`src/rtl/foc_sample_seq.sv`:
```
// foc_sample_seq: samples three phase currents and the resolver angle once per PWM period.
// The ADC is walked through channels 0..3 over a req/ack handshake, and the captured set is
// handed to the FOC core over a valid/ready handshake. A trigger that arrives while a
// sequence is still in flight is dropped and counted in overrun_cnt.
// Optional feature macro: CURR_OFFSET_CAL_EN. When it is defined, the first 2^CAL_SHIFT
// sequences after reset are averaged to find a per-phase current offset, and that offset is
// subtracted (with saturation) from every later current sample.
module foc_sample_seq #(
  parameter int D_WIDTH   = 16,
  parameter int CAL_SHIFT = 4
) (
  input  logic               clk,
  input  logic               rstb,
  input  logic               enable,
  input  logic [15:0]        period_top,
  output logic               adc_req,
  output logic [1:0]         adc_ch,
  input  logic               adc_ack,
  input  logic [D_WIDTH-1:0] adc_data,
  output logic [D_WIDTH-1:0] currA_out,
  output logic [D_WIDTH-1:0] currB_out,
  output logic [D_WIDTH-1:0] currC_out,
  output logic [D_WIDTH-1:0] angle_out,
  output logic               valid,
  input  logic               ready,
  output logic [7:0]         overrun_cnt,
  output logic               busy,
  output logic               cal_done
);

  localparam logic [1:0] S_IDLE    = 2'd0;
  localparam logic [1:0] S_REQ     = 2'd1;
  localparam logic [1:0] S_PRESENT = 2'd2;

  logic [1:0]         state;
  logic [15:0]        cnt;
  logic               trigger;
  logic               capture;
  logic               seq_done;
  logic               cal_run;
  logic [D_WIDTH-1:0] raw_a, raw_b, raw_c, raw_ang;

  // A trigger fires on the first cycle of every period; period_top==0 parks the block.
  assign trigger  = (cnt == 16'd0) && enable && (period_top != 16'd0);
  assign capture  = (state == S_REQ) && adc_req && adc_ack;
  assign seq_done = capture && (adc_ch == 2'd3);
  assign busy     = (state != S_IDLE);

  // Period counter. The >= compare also recovers from period_top shrinking below cnt.
  always_ff @(posedge clk or negedge rstb) begin
    if (!rstb)
      cnt <= 16'd0;
    else if ((period_top == 16'd0) || (cnt >= period_top - 16'd1))
      cnt <= 16'd0;
    else
      cnt <= cnt + 16'd1;
  end

  // Sequencer: IDLE -> REQ (four channels, one low cycle between them) -> PRESENT -> IDLE.
  // PRESENT spends one cycle loading the output registers before raising valid.
  always_ff @(posedge clk or negedge rstb) begin
    if (!rstb) begin
      state   <= S_IDLE;
      adc_req <= 1'b0;
      adc_ch  <= 2'd0;
      valid   <= 1'b0;
    end else begin
      case (state)
        S_IDLE: begin
          if (trigger) begin
            state   <= S_REQ;
            adc_req <= 1'b1;
            adc_ch  <= 2'd0;
          end
        end
        S_REQ: begin
          if (adc_req) begin
            if (adc_ack) begin
              adc_req <= 1'b0;
              if (adc_ch == 2'd3)
                state <= cal_run ? S_IDLE : S_PRESENT;
              else
                adc_ch <= adc_ch + 2'd1;
            end
          end else begin
            adc_req <= 1'b1;
          end
        end
        S_PRESENT: begin
          if (!valid) begin
            valid <= 1'b1;
          end else if (ready) begin
            valid <= 1'b0;
            state <= S_IDLE;
          end
        end
        default: begin
          state   <= S_IDLE;
          adc_req <= 1'b0;
          valid   <= 1'b0;
        end
      endcase
    end
  end

  // Raw capture of the ADC word on the acknowledging edge, indexed by channel.
  always_ff @(posedge clk or negedge rstb) begin
    if (!rstb) begin
      raw_a   <= '0;
      raw_b   <= '0;
      raw_c   <= '0;
      raw_ang <= '0;
    end else if (capture) begin
      case (adc_ch)
        2'd0:    raw_a   <= adc_data;
        2'd1:    raw_b   <= adc_data;
        2'd2:    raw_c   <= adc_data;
        default: raw_ang <= adc_data;
      endcase
    end
  end

  // Dropped triggers, saturating at 255.
  always_ff @(posedge clk or negedge rstb) begin
    if (!rstb)
      overrun_cnt <= 8'd0;
    else if (trigger && (state != S_IDLE) && (overrun_cnt != 8'hFF))
      overrun_cnt <= overrun_cnt + 8'd1;
  end

`ifdef CURR_OFFSET_CAL_EN
  localparam int ACC_W = D_WIDTH + CAL_SHIFT;

  logic [ACC_W-1:0]     acc_a, acc_b, acc_c;
  logic [CAL_SHIFT-1:0] cal_cnt;
  logic                 cal_done_r;

  assign cal_run  = !cal_done_r;
  assign cal_done = cal_done_r;

  // raw - (acc >>> CAL_SHIFT), clamped to the signed D_WIDTH range.
  function automatic logic [D_WIDTH-1:0] sat_sub(input logic [D_WIDTH-1:0] raw,
                                                 input logic [ACC_W-1:0]   acc);
    logic [ACC_W-1:0] off;
    logic [D_WIDTH:0] diff;
    off  = $signed(acc) >>> CAL_SHIFT;
    diff = {raw[D_WIDTH-1], raw} - off[D_WIDTH:0];
    if (diff[D_WIDTH] != diff[D_WIDTH-1])
      sat_sub = diff[D_WIDTH] ? {1'b1, {(D_WIDTH-1){1'b0}}} : {1'b0, {(D_WIDTH-1){1'b1}}};
    else
      sat_sub = diff[D_WIDTH-1:0];
  endfunction

  // Accumulate each phase once per calibration sequence; done after 2^CAL_SHIFT of them.
  always_ff @(posedge clk or negedge rstb) begin
    if (!rstb) begin
      acc_a      <= '0;
      acc_b      <= '0;
      acc_c      <= '0;
      cal_cnt    <= '0;
      cal_done_r <= 1'b0;
    end else if (seq_done && !cal_done_r) begin
      acc_a   <= acc_a + {{CAL_SHIFT{raw_a[D_WIDTH-1]}}, raw_a};
      acc_b   <= acc_b + {{CAL_SHIFT{raw_b[D_WIDTH-1]}}, raw_b};
      acc_c   <= acc_c + {{CAL_SHIFT{raw_c[D_WIDTH-1]}}, raw_c};
      cal_cnt <= cal_cnt + 1'b1;
      if (&cal_cnt)
        cal_done_r <= 1'b1;
    end
  end

  // Output registers load once per presented sequence and hold while valid is high.
  always_ff @(posedge clk or negedge rstb) begin
    if (!rstb) begin
      currA_out <= '0;
      currB_out <= '0;
      currC_out <= '0;
      angle_out <= '0;
    end else if ((state == S_PRESENT) && !valid) begin
      currA_out <= sat_sub(raw_a, acc_a);
      currB_out <= sat_sub(raw_b, acc_b);
      currC_out <= sat_sub(raw_c, acc_c);
      angle_out <= raw_ang;
    end
  end
`else
  assign cal_run  = 1'b0;
  // Constant 1; expressed through CAL_SHIFT so the parameter stays referenced here.
  assign cal_done = (CAL_SHIFT >= 0);

  // Output registers load once per presented sequence and hold while valid is high.
  always_ff @(posedge clk or negedge rstb) begin
    if (!rstb) begin
      currA_out <= '0;
      currB_out <= '0;
      currC_out <= '0;
      angle_out <= '0;
    end else if ((state == S_PRESENT) && !valid) begin
      currA_out <= raw_a;
      currB_out <= raw_b;
      currC_out <= raw_c;
      angle_out <= raw_ang;
    end
  end
`endif

endmodule

```
`config.mk`:
```
export PLATFORM = sky130hd
export DESIGN_NAME = foc_sample_seq
export DESIGN_NICKNAME = d
export VERILOG_FILES = /design/src/rtl/foc_sample_seq.sv
export SDC_FILE = /design/constraint.sdc
export NUM_CORES = 1
export LEC_CHECK = 0
export CORE_UTILIZATION = 45
export DETAILED_ROUTE_END_ITERATION = 10
export HOLD_SLACK_MARGIN = 0.1
export PLACE_DENSITY = 0.69
export SKIP_LAST_GASP = 1
export SLEW_MARGIN = 20
export SYNTH_ARGS = -nofsm -noshare
export SYNTH_HDL_FRONTEND = slang
export SYNTH_SLANG_ARGS = --single-unit
```
`constraint.sdc`:
```
create_clock -name clk -period 3.3 [get_ports clk]
set_input_delay 0.66 -clock clk [delete_from_list [all_inputs] [get_ports clk]]
set_output_delay 0.66 -clock clk [all_outputs]
set_load 0.005 [all_outputs]
```
==> results.sh <==
export IMPL_fp_row_count=44
export IMPL_setup_worst_path_class="primary input to flip-flop"
export IMPL_cp_max_fo=16
export IMPL_area_delta_synth_final_pct=30.4
export IMPL_portBuffers=113
export IMPL_crit_arrival_ns=3.39
export IMPL_clockBufferDepth=2
export IMPL_cts_buffers=17
export IMPL_max_slew_margin_pct=56.9
export IMPL_worst_path_dominant_cell_family="simple AND/OR/NAND/NOR gates"
export IMPL_die_area_mm2=0.0159
export IMPL_grt_pass1_wl_um=23700
export IMPL_ctsResizeCount=0
export IMPL_synth_cell_types=41
export IMPL_fin_crit_ns=3.09
export IMPL_slew_violations=0
export IMPL_die_h_um=126
export IMPL_synth_area_per_cell_um2=13.5
export IMPL_grt_max_degree=70
export IMPL_ctsHoldBuffers=0
export IMPL_ios=115
export IMPL_antenna_found_initial=0
export IMPL_max_slew_worst_pin_slew_ns=0.647
export IMPL_drv_cap=0
export IMPL_placed_cell_area_mm2=0.00843
export IMPL_fp_dieW_um=126
export IMPL_htreeDepth=4
export IMPL_start_util_pct=46.8
export IMPL_fin_crit_sh_pct=93.8
export IMPL_avgViaCountPerCell=5.25
export IMPL_fin_worst_skew_ns=0.00870
export IMPL_clock_sinks=158
export IMPL_static_leakage_power_nw=4.23
export IMPL_grt_setup_unrepaired="false"
export IMPL_ys_warn_count=0
export IMPL_cts_tree="yes"
export IMPL_ys_ff_latch=158
export IMPL_antenna_left=0
export IMPL_core_area_mm2=0.0148
export IMPL_cpPeakStageDelay_ns=0.46
export IMPL_timing_fmax_ghz=0.323
export IMPL_status="completed"
export IMPL_wl_um=14000
export IMPL_hold_class="primary input to asynchronous set/reset pin"
export IMPL_start_kind="primary input"
export IMPL_drive_gt1_share_pct=28.1
export IMPL_clk_pin_slew_ns=0.05
export IMPL_hold_viol_final=0
export IMPL_irDropWorstVdd_mv=0.460
export IMPL_clk_latency_ns=0.42
export IMPL_grt_pass1_vias=4699
export IMPL_synth_seq_area_share_pct=57.2
export IMPL_stdcell_area_mm2=0.00901
export IMPL_root_buffer="clkbuf_16"
export IMPL_vias=4475
export IMPL_gp_congestion=0.841
export IMPL_synth_nets=575
export IMPL_cts_setup_buffers=0
export IMPL_antenna_cells=0
export IMPL_required_ns=3.60
export IMPL_dp_hpwl_um=9790
export IMPL_drc=0
export IMPL_synthCells=512
export IMPL_totalPowerFinal_mw=5.63
export IMPL_setup_viol=0
export IMPL_whs_ns=0.169
export IMPL_wl_per_cell_um=16.5
export IMPL_final_core_util_pct=61.1
export IMPL_p_per_area_mw_per_mm2=625
export IMPL_syn_area_mm2=0.00691
export IMPL_gr_total_overflow=0
export IMPL_drtIter0Drc=212
export IMPL_end_kind="flip-flop"
export IMPL_final_nets=719
export IMPL_firstDrtPassIters=4
export IMPL_crit_chain="clkdlybuf4s50_1 -> nor4_4 -> nand3_1 -> or4_1 -> xor2_1 -> ha_1 -> nand4_1 -> nor3_1 -> o311ai_1 -> o211ai_1 -> buf_12 -> nor2_1"
export IMPL_cp_slowest_cell="clkdlybuf4s50_1"
export IMPL_grt_usage_pct=19.3
export IMPL_cp_buffers_inverters=2
## logic make-up after synthesis
kind of cell	Yosys count	share of synthesized area (%)
AOI/OAI and AO/OA	22	2.01
xor gates and xnor gates	35	4.44
adders and majority gates	26	4.71
buffers and inverters	27	1.83
DFF	158	57.2
muxes	129	21.0
other	1	0.0543
and+or+nand+nor	114	8.74
## metal layers
metal,wire (µm),part of all wire [%],vias up,track usage (%)
li1,-,-,2093,-
met1,6440,46,2251,25.3
met2,6820,49,114,31.3
met3,568,4.1,17,4.67
met4,198,1.4,0,7.09
met5,0,0,-,0
## cell type report
| class | instances | area, µm² |
|---|---|---|
| clock buffers | 26 | 499 |
| fillers | 1136 | 5740 |
| flip-flops and latches | 158 | 3950 |
| repair buffers | 139 | 1370 |
| multi-input cells | 327 | 2830 |
| clock inverters | 5 | 80.1 |
| inverters | 13 | 48.8 |
| well taps | 184 | 230 |
## sequential cells by signal, indices dropped and copies added, names as in the netlist
| register | count |
|---|---|
| currA_out | 16 |
| adc_req | 1 |
| currC_out | 16 |
| adc_ch | 2 |
| raw_c | 16 |
| raw_ang | 16 |
| overrun_cnt | 8 |
| raw_a | 16 |
| currB_out | 16 |
| raw_b | 16 |
| angle_out | 16 |
| valid | 1 |
| state | 2 |
| cnt | 16 |
## worst paths after layout
check / start / end / slack, ns / cells after the start
max in group asynchronous: rstb / currC_out[8] / 2.22 / 2
max: period_top[3] / cnt[8] / 0.21 / 12
min in group clk: overrun_cnt[5] / overrun_cnt[5] / 0.49 / 1
max reg2reg: cnt[0] / overrun_cnt[1] / 1.15 / 7
min reg2reg: overrun_cnt[5] / overrun_cnt[5] / 0.49 / 1
min: rstb / angle_out[4] / 0.17 / 1
## cell usage in the layout, fill, tap and decap left out, types with 3 or more instances in the layout
master | synthesis | final
a21oi_1 | 8 | 8
and3_1 | 4 | 3
buf_12 | 0 | 3
buf_4 | 1 | 23
clkbuf_1 | 1 | 5
clkbuf_16 | 0 | 17
clkbuf_8 | 0 | 4
clkdlybuf4s50_1 | 0 | 112
dfrtp_1 | 158 | 158
ha_1 | 26 | 26
inv_1 | 13 | 13
mux2_2 | 128 | 128
nand2_1 | 28 | 28
nand3_1 | 10 | 10
nand4_1 | 5 | 5
nor2_1 | 30 | 30
nor3_1 | 14 | 14
nor4_1 | 4 | 4
nor4_4 | 3 | 3
o21ai_0 | 4 | 4
or3_1 | 3 | 3
xnor2_1 | 15 | 15
xor2_1 | 20 | 20
## metrics by stage
| step | setup WS (ns) | TNS, ns | std cells |
|---|---|---|---|
| 2_1_floorplan | 0.309 | 0 | 512 |
| 3_3_place_gp | -0.125 | -1.97 | 821 |
| 3_5_place_dp | -0.213 | -3.27 | 821 |
| 4_1_cts | 0.222 | 0 | 852 |
| 5_1_grt | 0.0332 | 0 | 852 |
| 6_report | 0.206 | 0 | 852 |
## synthesized netlist by cell type (all sizes together)
| cell type | number | area (µm²) |
|---|---|---|
| mux2 | 129 | 1450 |
| nor2b | 2 | 12.5 |
| or4 | 1 | 7.51 |
| ha | 26 | 325 |
| or3 | 3 | 18.8 |
| a21oi | 8 | 40.0 |
| inv | 13 | 48.8 |
| nor4 | 7 | 88.8 |
| nand2b | 2 | 12.5 |
| nand2 | 28 | 105 |
| a211o | 1 | 8.76 |
| dfrtp | 158 | 3950 |
| a211oi | 2 | 15.0 |
| nor2 | 30 | 113 |
| nand3b | 1 | 7.51 |
| nor4b | 3 | 32.5 |
| clkbuf | 1 | 3.75 |
| o21ai | 6 | 33.8 |
| nor3 | 14 | 70.1 |
| nand4 | 5 | 31.3 |
| and3 | 4 | 25.0 |
| or2 | 2 | 12.5 |
| o32ai | 1 | 8.76 |
| conb | 1 | 3.75 |
| xnor2 | 15 | 131 |
| buf | 13 | 73.8 |
| and4 | 2 | 17.5 |
| a31oi | 1 | 6.26 |
| nand3 | 10 | 50.1 |
| o211a | 1 | 10.0 |
| o211ai | 1 | 7.51 |
| xor2 | 20 | 175 |
| o311ai | 1 | 8.76 |
## power breakdown
group          internal (mW)  switching [mW]
Clock                   1.19           0.719
Sequential              2.38           0.299
Combinational          0.632           0.408
Note: power is estimated with default switching activity, not from simulation.
